$ cat src/rtl/wr_sel_decoder_q.sv
// wr_sel_decoder_q
// Registered write-select decoder for a register file. An ADDR_W-bit write
// address is turned into a one-hot write-enable vector of 2**ADDR_W bits,
// buffered in a two-entry FIFO behind a valid/ready handshake. It supports
// broadcast (all registers enabled), no-write tokens, a hard-wired zero register
// that is never enabled, and a saturating count of writes lost to that register.
// Every output comes straight from a flop. There is no combinational path from
// the request side to the outputs.

module wr_sel_decoder_q #(
  parameter int ADDR_W   = 5,
  parameter int HAS_ZERO = 1,
  parameter int ZERO_IDX = 31,   // must be < 2**ADDR_W
  parameter int CNT_W    = 16
) (
  input  logic                   clk,
  input  logic                   reset_n,
  input  logic                   in_valid,
  output logic                   in_ready,
  input  logic [ADDR_W-1:0]      in_addr,
  input  logic                   in_en,
  input  logic                   in_bcast,
  output logic                   out_valid,
  input  logic                   out_ready,
  output logic [2**ADDR_W-1:0]   out_y,
  output logic [ADDR_W-1:0]      out_addr,
  output logic [CNT_W-1:0]       drop_cnt
);

  localparam int NUM_OUT = 2**ADDR_W;
  localparam logic [ADDR_W-1:0] ZERO_A = ADDR_W'(ZERO_IDX);

  // Queue occupancy. The head entry always drives the outputs.
  typedef enum logic [1:0] {
    ST_EMPTY = 2'd0,
    ST_ONE   = 2'd1,
    ST_TWO   = 2'd2
  } state_t;

  // Builds the write-enable vector for one request. The zero register is masked last,
  // so broadcast cannot enable it either.
  function automatic logic [NUM_OUT-1:0] f_decode(
    input logic [ADDR_W-1:0] addr,
    input logic              en,
    input logic              bcast
  );
    logic [NUM_OUT-1:0] v;
    v = {NUM_OUT{1'b0}};
    if (!en) begin
      v = {NUM_OUT{1'b0}};
    end else if (bcast) begin
      v = {NUM_OUT{1'b1}};
    end else begin
      v[addr] = 1'b1;
    end
    if (HAS_ZERO != 0) begin
      v[ZERO_A] = 1'b0;
    end
    return v;
  endfunction

  // True for a real single-register write that the zero register swallows.
  function automatic logic f_is_drop(
    input logic [ADDR_W-1:0] addr,
    input logic              en,
    input logic              bcast
  );
    return (HAS_ZERO != 0) && en && !bcast && (addr == ZERO_A);
  endfunction

  // Increments and sticks at all-ones, never wrapping.
  function automatic logic [CNT_W-1:0] f_sat_inc(input logic [CNT_W-1:0] c);
    logic [CNT_W-1:0] r;
    if (c == {CNT_W{1'b1}}) begin
      r = c;
    end else begin
      r = c + CNT_W'(1'b1);
    end
    return r;
  endfunction

  state_t              r_state;
  state_t              w_state_nxt;
  logic                r_in_ready;
  logic                r_out_valid;
  logic [NUM_OUT-1:0]  r_head_y;
  logic [ADDR_W-1:0]   r_head_addr;
  logic [NUM_OUT-1:0]  r_tail_y;
  logic [ADDR_W-1:0]   r_tail_addr;
  logic [CNT_W-1:0]    r_drop_cnt;

  logic                w_accept;
  logic                w_pop;
  logic [NUM_OUT-1:0]  w_entry_y;
  logic [NUM_OUT-1:0]  w_head_y_nxt;
  logic [ADDR_W-1:0]   w_head_addr_nxt;
  logic [NUM_OUT-1:0]  w_tail_y_nxt;
  logic [ADDR_W-1:0]   w_tail_addr_nxt;

  assign w_accept  = in_valid & r_in_ready;
  assign w_pop     = r_out_valid & out_ready;
  assign w_entry_y = f_decode(in_addr, in_en, in_bcast);

  // Occupancy state register.
  always_ff @(posedge clk) begin
    if (!reset_n) begin
      r_state <= ST_EMPTY;
    end else begin
      r_state <= w_state_nxt;
    end
  end

  // Next occupancy from the accept/pop pair. Accept in TWO cannot occur because
  // in_ready is low there.
  always_comb begin
    w_state_nxt = r_state;
    case (r_state)
      ST_EMPTY: begin
        if (w_accept) begin
          w_state_nxt = ST_ONE;
        end else begin
          w_state_nxt = ST_EMPTY;
        end
      end
      ST_ONE: begin
        if (w_accept && !w_pop) begin
          w_state_nxt = ST_TWO;
        end else if (!w_accept && w_pop) begin
          w_state_nxt = ST_EMPTY;
        end else begin
          w_state_nxt = ST_ONE;
        end
      end
      ST_TWO: begin
        if (w_pop) begin
          w_state_nxt = ST_ONE;
        end else begin
          w_state_nxt = ST_TWO;
        end
      end
      default: begin
        w_state_nxt = ST_EMPTY;
      end
    endcase
  end

  // Head/tail slot updates. Any slot that becomes empty is zeroed, so idle outputs
  // read as all zeros.
  always_comb begin
    w_head_y_nxt    = r_head_y;
    w_head_addr_nxt = r_head_addr;
    w_tail_y_nxt    = r_tail_y;
    w_tail_addr_nxt = r_tail_addr;
    case (r_state)
      ST_EMPTY: begin
        if (w_accept) begin
          w_head_y_nxt    = w_entry_y;
          w_head_addr_nxt = in_addr;
        end else begin
          w_head_y_nxt    = {NUM_OUT{1'b0}};
          w_head_addr_nxt = {ADDR_W{1'b0}};
        end
      end
      ST_ONE: begin
        if (w_accept && w_pop) begin
          // The old head leaves, and the new request goes straight to the head slot.
          w_head_y_nxt    = w_entry_y;
          w_head_addr_nxt = in_addr;
        end else if (w_accept) begin
          w_tail_y_nxt    = w_entry_y;
          w_tail_addr_nxt = in_addr;
        end else if (w_pop) begin
          w_head_y_nxt    = {NUM_OUT{1'b0}};
          w_head_addr_nxt = {ADDR_W{1'b0}};
        end else begin
          w_head_y_nxt    = r_head_y;
          w_head_addr_nxt = r_head_addr;
        end
      end
      ST_TWO: begin
        if (w_pop) begin
          w_head_y_nxt    = r_tail_y;
          w_head_addr_nxt = r_tail_addr;
          w_tail_y_nxt    = {NUM_OUT{1'b0}};
          w_tail_addr_nxt = {ADDR_W{1'b0}};
        end else begin
          w_head_y_nxt    = r_head_y;
          w_head_addr_nxt = r_head_addr;
        end
      end
      default: begin
        w_head_y_nxt    = {NUM_OUT{1'b0}};
        w_head_addr_nxt = {ADDR_W{1'b0}};
        w_tail_y_nxt    = {NUM_OUT{1'b0}};
        w_tail_addr_nxt = {ADDR_W{1'b0}};
      end
    endcase
  end

  // Queue storage and registered handshake flags. Both flags are taken from the
  // next occupancy.
  always_ff @(posedge clk) begin
    if (!reset_n) begin
      r_head_y    <= {NUM_OUT{1'b0}};
      r_head_addr <= {ADDR_W{1'b0}};
      r_tail_y    <= {NUM_OUT{1'b0}};
      r_tail_addr <= {ADDR_W{1'b0}};
      r_out_valid <= 1'b0;
      r_in_ready  <= 1'b1;
    end else begin
      r_head_y    <= w_head_y_nxt;
      r_head_addr <= w_head_addr_nxt;
      r_tail_y    <= w_tail_y_nxt;
      r_tail_addr <= w_tail_addr_nxt;
      r_out_valid <= (w_state_nxt != ST_EMPTY);
      r_in_ready  <= (w_state_nxt != ST_TWO);
    end
  end

  // Saturating count of accepted writes that the zero register swallowed.
  always_ff @(posedge clk) begin
    if (!reset_n) begin
      r_drop_cnt <= {CNT_W{1'b0}};
    end else if (w_accept && f_is_drop(in_addr, in_en, in_bcast)) begin
      r_drop_cnt <= f_sat_inc(r_drop_cnt);
    end else begin
      r_drop_cnt <= r_drop_cnt;
    end
  end

  assign in_ready  = r_in_ready;
  assign out_valid = r_out_valid;
  assign out_y     = r_head_y;
  assign out_addr  = r_head_addr;
  assign drop_cnt  = r_drop_cnt;

  wr_sel_decoder_q_chk #(
    .ADDR_W   (ADDR_W),
    .HAS_ZERO (HAS_ZERO),
    .ZERO_IDX (ZERO_IDX)
  ) u_chk (
    .clk       (clk),
    .reset_n   (reset_n),
    .out_valid (r_out_valid),
    .out_ready (out_ready),
    .out_y     (r_head_y),
    .out_addr  (r_head_addr)
  );

endmodule

// Output-side invariants for wr_sel_decoder_q.
module wr_sel_decoder_q_chk #(
  parameter int ADDR_W   = 5,
  parameter int HAS_ZERO = 1,
  parameter int ZERO_IDX = 31
) (
  input logic                 clk,
  input logic                 reset_n,
  input logic                 out_valid,
  input logic                 out_ready,
  input logic [2**ADDR_W-1:0] out_y,
  input logic [ADDR_W-1:0]    out_addr
);

  localparam int NUM_OUT = 2**ADDR_W;
  localparam logic [ADDR_W-1:0] ZERO_A = ADDR_W'(ZERO_IDX);

  // An idle output carries no enables and no address.
  a_idle_clear: assert property (@(posedge clk) disable iff (!reset_n)
    !out_valid |-> (out_y == {NUM_OUT{1'b0}} && out_addr == {ADDR_W{1'b0}}));

  // A stalled head entry stays unchanged until the consumer takes it.
  a_hold: assert property (@(posedge clk) disable iff (!reset_n)
    (out_valid && !out_ready) |=> ($stable(out_y) && $stable(out_addr)));

  generate
    if (HAS_ZERO != 0) begin : g_zero
      // The zero register is never write-enabled.
      a_zero_off: assert property (@(posedge clk) disable iff (!reset_n)
        !out_y[ZERO_A]);
    end
  endgenerate

endmodule

$ cat config.mk
export PLATFORM = sky130hd
export DESIGN_NAME = wr_sel_decoder_q
export DESIGN_NICKNAME = d
export VERILOG_FILES = /design/src/rtl/wr_sel_decoder_q.sv
export SDC_FILE = /design/constraint.sdc
export NUM_CORES = 1
export LEC_CHECK = 0
export ABC_AREA = 1
export CAP_MARGIN = 40
export CORE_ASPECT_RATIO = 1.25
export CORE_MARGIN = 1
export CORE_UTILIZATION = 40
export DETAILED_ROUTE_END_ITERATION = 7
export SYNTH_ARGS = -nofsm -noshare
export SYNTH_HDL_FRONTEND = slang
export SYNTH_SLANG_ARGS = --single-unit
$ cat constraint.sdc
create_clock -name clk -period 2.1 [get_ports clk]
set_input_delay 0.63 -clock clk [delete_from_list [all_inputs] [get_ports clk]]
set_output_delay 0.63 -clock clk [all_outputs]
set_load 0.01 [all_outputs]
==> flow_metrics.py, run 1 <==
metrics = {
    "hold_path": {
        "hold_depth": 2,
        "holdPathEnd": "out_y[22]",
        "hp-class": "reg -> reg",
        "worstHoldStart": "out_y[22]",
    },
    "logic_synthesis": {
        "synth_compound_area_frac": 0.157,
        "synth.area.mux_share": 0,
        "synth_top_family_by_area": "simple AND/OR/NAND/NOR gates",
        "synthTopCellsByArea": "dfxtp_1 (42%), nand2_1 (27%), a21oi_1 (10%), o21ai_0 (4.7%), nand3_1 (2.5%)",
        "synth_ff_type": "dfxtp_1",
        "synth_fa_ha_area_frac": 0.00860,
        "synthXorXnorAreaFrac": 0.0141,
        "yosys.area.top_type_share": 0.422,
        "async_flop_share": 0,
        "synth_common_cells": "nand2_1 (309), dfxtp_1 (92), a21oi_1 (87)",
        "ys_types": 27,
        "ys_ff_latch": 92,
        "synthesis.nets": 684,
        "synth_edf_count": 0,
        "synthesis.area_um2": 4360,
        "synth.most_common_cell": "nand2_1",
        "yosysWarnings": 0,
        "yosys.area_share.simple": 0.339,
        "ys_seq_area_frac": 0.422,
        "synth_area_per_cell_um2": 6.51,
        "yosys.area.top_type": "dfxtp_1",
        "syn_inst": 670,
    },
    "routing": {
        "drtIter0Drc": 201,
        "wl_per_cell_um": 13.0,
        "wirelength_um": 11600,
        "dr.pass1.iters": 5,
        "ant_nets": 0,
        "drc": 0,
        "routed_via_density": 5.06,
        "vias": 4497,
    },
    "run": {
        "maxCapViolCount": 0,
    },
    "pwr": {
        "ir_worst_vdd_mv": 0.468,
        "p_leak_nw": 2.21,
        "p_per_area_nw_per_um2": 723,
    },
    "run_status": {
        "status": "finished, final reports clean",
    },
    "floorplanning": {
        "floorplan.initialDensity": 0.411,
        "ioPinCount": 66,
        "die_x_um": 95.4,
        "dieArea_um2": 11300,
        "core_um2": 10600,
        "chipHeight_um": 119,
        "rows": 42,
    },
    "setup_path": {
        "crit_path_end_kind": "primary output",
        "crit_type": "reg -> out",
        "max_stage_delay_ns": 0.59,
        "crit_chain": "clkdlybuf4s50_1",
        "worst_path_max_delay_cell": "clkdlybuf4s50_1",
        "required_ns": 1.47,
        "r2r_slack_ns": 0.49,
        "timing.rr.end": "drop_cnt[7]",
        "path_buf_inv": 1,
        "crit_arrival_ns": 1.39,
        "reg2reg_from": "drop_cnt[0]",
        "r2r_cells": 8,
        "startpoint_type": "flop",
        "worstPathMaxFanout": 7,
        "critical-path-top-delay-family": "buffers and inverters",
    },
    "place": {
        "place_ws_ns": -0.189,
        "gp_congestion": 0.818,
        "io_buffers": 64,
        "dpl.hpwl_um": 7980,
    },
    "cts": {
        "cts_tree": "yes",
        "clkTransAtPathRegs_ns": 0.06,
        "cts.path.max_buffers": 2,
        "ctsResizeCount": 0,
        "cts_buffers": 9,
        "worstSkewPairLatency_ns": 0.34,
        "cts-root-buf": "clkbuf_16",
        "postCtsSetupBuffers": 0,
        "postCtsHoldBufs": 0,
        "clock_sinks": 92,
        "htreeDepth": 3,
    },
    "timing": {
        "drv_slew": 0,
        "skew_ns": 0.00436,
        "min_period_over_period": 0.960,
        "rsz0062_at_grt": "no",
        "setup_ws_ns": 0.0840,
        "whs_ns": 0.460,
        "finalHoldViolations": 0,
        "setup_tns_ns": 0,
        "period_needed_ns": 2.02,
        "finalSetupViolCount": 0,
        "fmax_ghz": 0.496,
    },
    "final_layout": {
        "syn_to_final_growth_pct": 31.8,
        "drive_gt1_frac": 0.0938,
        "antenna_cells": 0,
        "num-nets-final": 766,
    },
    "global_routing": {
        "grt_max_degree": 43,
        "grt_pass1_wl_um": 19400,
        "antenna_found_initial": 0,
        "gr-total-overflow": 0,
        "grtUsageTotal": 0.216,
        "first_global_vias": 4224,
    },
}
==> logic make-up after synthesis <==
kind of cell    Yosys count
compound gates          133
xor+xnor                  7
fa+ha+maj                 3
buf+inv                  60
flops                    92
other cells               1
simple gates            374
==> worst max path at each step <==
stage / slack [ns] / cells past startpoint / end / startpoint
2_1_floorplan: 0.15 / 7 / r_tail_y[10] / in_valid
3_3_place_gp: -0.16 / 11 / out_y[3] / in_valid
3_5_place_dp: -0.19 / 9 / r_tail_y[3] / in_valid
4_1_cts: 0.03 / 1 / drop_cnt[2] / drop_cnt[2]
5_1_grt: 0.03 / 11 / out_y[16] / in_valid
6_report: 0.08 / 1 / drop_cnt[12] / drop_cnt[12]
==> state kept, by name, summed over array words and instances (netlist names) <==
register / count
out_y: 31
r_tail_y: 31
drop_cnt: 16
out_addr: 5
r_tail_addr: 5
r_state: 2
in_ready: 1
out_valid: 1
==> stage by stage <==
stage | std cells | utilization | total power (W) | area [um2]
4_1_cts | 889 | 0.540 | 0.00419 | 5740
3_5_place_dp | 873 | 0.513 | 0.00257 | 5440
5_1_grt | 889 | 0.542 | 0.00435 | 5750
6_report | 889 | 0.542 | 0.00416 | 5750
2_1_floorplan | 670 | - | 0.00225 | 4360
3_3_place_gp | 873 | 0.513 | 0.00256 | 5440
==> layer usage <==
layer	vias up	share of wire	global-route usage
li1	2308	-	-
met1	2046	0.43	0.255
met3	22	0.049	0.0412
met4	0	0.027	0.0933
met2	121	0.49	0.371
met5	-	0	0
==> final cells by class <==
| class | instances | area, um2 |
|---|---|---|
| flip-flops and latches | 92 | 1840 |
| repair buffers | 106 | 1070 |
| fillers | 1040 | 4860 |
| multi-input cells | 518 | 2280 |
| well taps | 132 | 165 |
| inverters | 25 | 93.8 |
| clock buffers | 12 | 246 |
| clock inverters | 4 | 48.8 |
==> placed cells by master (no fill, tap or decap) <==
cell | netlist | layout
bufinv_16 | 0 | 1
dfxtp_1 | 92 | 91
dfxtp_2 | 0 | 1
o21ai_0 | 41 | 41
xnor2_1 | 2 | 2
nor2_4 | 1 | 1
nand4_1 | 6 | 6
buf_4 | 1 | 33
a21oi_1 | 87 | 87
o21ai_1 | 1 | 1
nand3b_1 | 1 | 1
nand3_2 | 1 | 1
conb_1 | 1 | 1
ha_4 | 0 | 1
nand2_2 | 3 | 3
ha_1 | 3 | 2
clkdlybuf4s50_1 | 0 | 64
clkbuf_1 | 18 | 2
clkbuf_16 | 0 | 9
o211ai_1 | 3 | 3
nor2_1 | 28 | 27
nand2_1 | 309 | 309
inv_2 | 2 | 3
nand3_1 | 22 | 22
clkinv_2 | 0 | 2
nor2_2 | 2 | 3
nor3_2 | 0 | 1
buf_12 | 0 | 9
clkinv_4 | 0 | 1
xor2_1 | 5 | 5
inv_1 | 23 | 22
clkbuf_8 | 0 | 1
o21ai_4 | 1 | 1
==> report_power, final <==
part / leakage, nW / total, W / internal (W) / switching, W
clock network: 0.147 / 0.00163 / 0.000954 / 0.000671
registers: 0.746 / 0.00185 / 0.00182 / 0.0000359
logic: 1.32 / 0.000680 / 0.000274 / 0.000405
total: 2.21 / 0.00416 / 0.00304 / 0.00111
No activity file was read; power rests on OpenSTA's default activity.
==> run 2, diff against run 1 <==
--- a/config.mk
+++ b/config.mk
@@ -10,6 +10,7 @@
 export CORE_ASPECT_RATIO = 1.25
 export CORE_MARGIN = 1
 export CORE_UTILIZATION = 40
+export CTS_BUF_LIST = sky130_fd_sc_hd__clkbuf_8
 export DETAILED_ROUTE_END_ITERATION = 7
 export SYNTH_ARGS = -nofsm -noshare
 export SYNTH_HDL_FRONTEND = slang
==> run 2 against run 1 <==
Compared with the run above:
- count of clock-buffer cells in the layout down 2
- worst setup slack worse by 0.030 ns
- core utilization is 1.0 points lower
- cell count is the same
- fmax shrank 1.5%
- non-clock buffer count is the same
- critical path type unchanged
- critical endpoint unchanged
- largest cell class unchanged
==> flow_metrics.py, run 2 (same netlist as run 1, synthesis figures left out) <==
metrics = {
    "setup_path": {
        "startpoint_type": "flop",
        "required_ns": 1.47,
        "crit_chain": "clkdlybuf4s50_1",
        "critical-path-top-delay-family": "buffers and inverters",
        "max_stage_delay_ns": 0.59,
        "r2r_slack_ns": 0.49,
        "worstPathMaxFanout": 7,
        "path_buf_inv": 1,
        "crit_arrival_ns": 1.42,
        "worst_path_max_delay_cell": "clkdlybuf4s50_1",
        "crit_path_end_kind": "primary output",
        "crit_type": "reg -> out",
    },
    "routing": {
        "ant_nets": 0,
        "drc": 0,
        "vias": 4469,
        "wl_per_cell_um": 13.0,
        "drtIter0Drc": 178,
        "wirelength_um": 11500,
        "dr.pass1.iters": 7,
        "routed_via_density": 5.03,
    },
    "global_routing": {
        "antenna_found_initial": 0,
        "first_global_vias": 4235,
        "grt_pass1_wl_um": 19400,
        "grt_max_degree": 43,
        "gr-total-overflow": 0,
        "grtUsageTotal": 0.217,
    },
    "cts": {
        "clock_sinks": 92,
        "cts_buffers": 9,
        "clkTransAtPathRegs_ns": 0.08,
        "worstSkewPairLatency_ns": 0.37,
        "cts.path.max_buffers": 2,
        "htreeDepth": 3,
        "cts_tree": "yes",
        "cts-root-buf": "clkbuf_8",
    },
    "run": {
        "maxCapViolCount": 0,
    },
    "floorplanning": {
        "core_um2": 10600,
        "dieArea_um2": 11300,
        "ioPinCount": 66,
        "floorplan.initialDensity": 0.411,
        "die_x_um": 95.4,
        "rows": 42,
        "chipHeight_um": 119,
    },
    "final_layout": {
        "layout_commonest_cell": "nand2_1",
        "finish.cell_count_without_fillers": 889,
        "drive_gt1_frac": 0.0938,
        "num-nets-final": 766,
        "syn_to_final_growth_pct": 29.3,
        "mostFrequentLayoutCells": "nand2_1 (309), dfxtp_1 (91), a21oi_1 (87), clkdlybuf4s50_1 (64), o21ai_0 (41)",
        "antenna_cells": 0,
    },
    "pwr": {
        "clockPowerShare": 0.323,
        "p_leak_nw": 2.17,
        "switchingPower_w": 0.00107,
        "swShare": 0.287,
        "p_per_area_nw_per_um2": 661,
        "combPwrFrac": 0.181,
        "seqPwrFrac": 0.496,
        "ir_worst_vdd_mv": 0.363,
        "p_int_w": 0.00266,
    },
    "run_status": {
        "status": "finished, final reports clean",
    },
    "place": {
        "dp_cells": 873,
        "dpl.hpwl_um": 7980,
        "gp_congestion": 0.818,
        "io_buffers": 64,
    },
    "timing": {
        "min_period_over_period": 0.974,
        "period_needed_ns": 2.05,
        "finalSetupViolCount": 0,
        "drv_slew": 0,
        "rsz0062_at_grt": "no",
        "whs_ns": 0.464,
        "finalHoldViolations": 0,
        "fmax_ghz": 0.489,
        "skew_ns": 0.00711,
    },
    "hold_path": {
        "hp-class": "reg -> reg",
    },
}
==> run 2: changes by cell type in the layout (fill, tap and decap cells not counted), sizes merged <==
cell	delta
clkbuf	-2
inv	+2
==> run 2: final timing paths <==
path                start            to  cells past startpoint
min reg2reg     out_y[22]     out_y[22]                      2
min             out_y[22]     out_y[22]                      2
max          drop_cnt[12]  drop_cnt[12]                      1
max reg2reg   drop_cnt[0]   drop_cnt[7]                      8
==> run 2: layout make-up <==
type	instances	area, um2
clock inverter	6	56.3
clock buffer	10	138
inverter	25	93.8
timing repair buffer	106	1070
fill	1046	4980
tap	132	165
sequential	92	1840
multi-input combinational	518	2270
==> run 2: stage by stage <==
stage                     setup slack, ns  area, um2  power (W)  setup TNS, ns  utilization
final                              0.0537       5640    0.00373              0        0.531
after global routing              0.00526       5640    0.00393              0        0.531
after CTS                          0.0422       5640    0.00377              0        0.531
after detailed placement           -0.189       5440    0.00257         -12.32        0.513
after global placement             -0.159       5440    0.00256          -9.12        0.513
after floorplan                     0.145       4360    0.00225              0            -
==> run 2: what timing repair did <==
item	in CTS	in global routing
gates resized for setup	1	1
pin swaps	0	0
setup buffers	0	0
endpoints found under the setup margin	1	1
hold buffers	0	0
==> run 2: per-layer routing <==
| metal | part of all wire | GRT usage | vias to the layer above |
|---|---|---|---|
| met5 | 0 | 0 | - |
| met4 | 0.029 | 0.104 | 0 |
| met3 | 0.044 | 0.0412 | 23 |
| met2 | 0.49 | 0.371 | 102 |
| met1 | 0.44 | 0.255 | 2041 |
| li1 | - | - | 2303 |
==> run 2: power by group through the flow <==
stage | logic [W] | clock network [W] | registers [W]
4_1_cts | 0.000683 | 0.00124 | 0.00185
5_1_grt | 0.000749 | 0.00132 | 0.00186
3_3_place_gp | 0.000672 | 0 | 0.00189
6_report | 0.000677 | 0.00120 | 0.00185
2_1_floorplan | 0.000349 | 0 | 0.00190
3_5_place_dp | 0.000681 | 0 | 0.00189
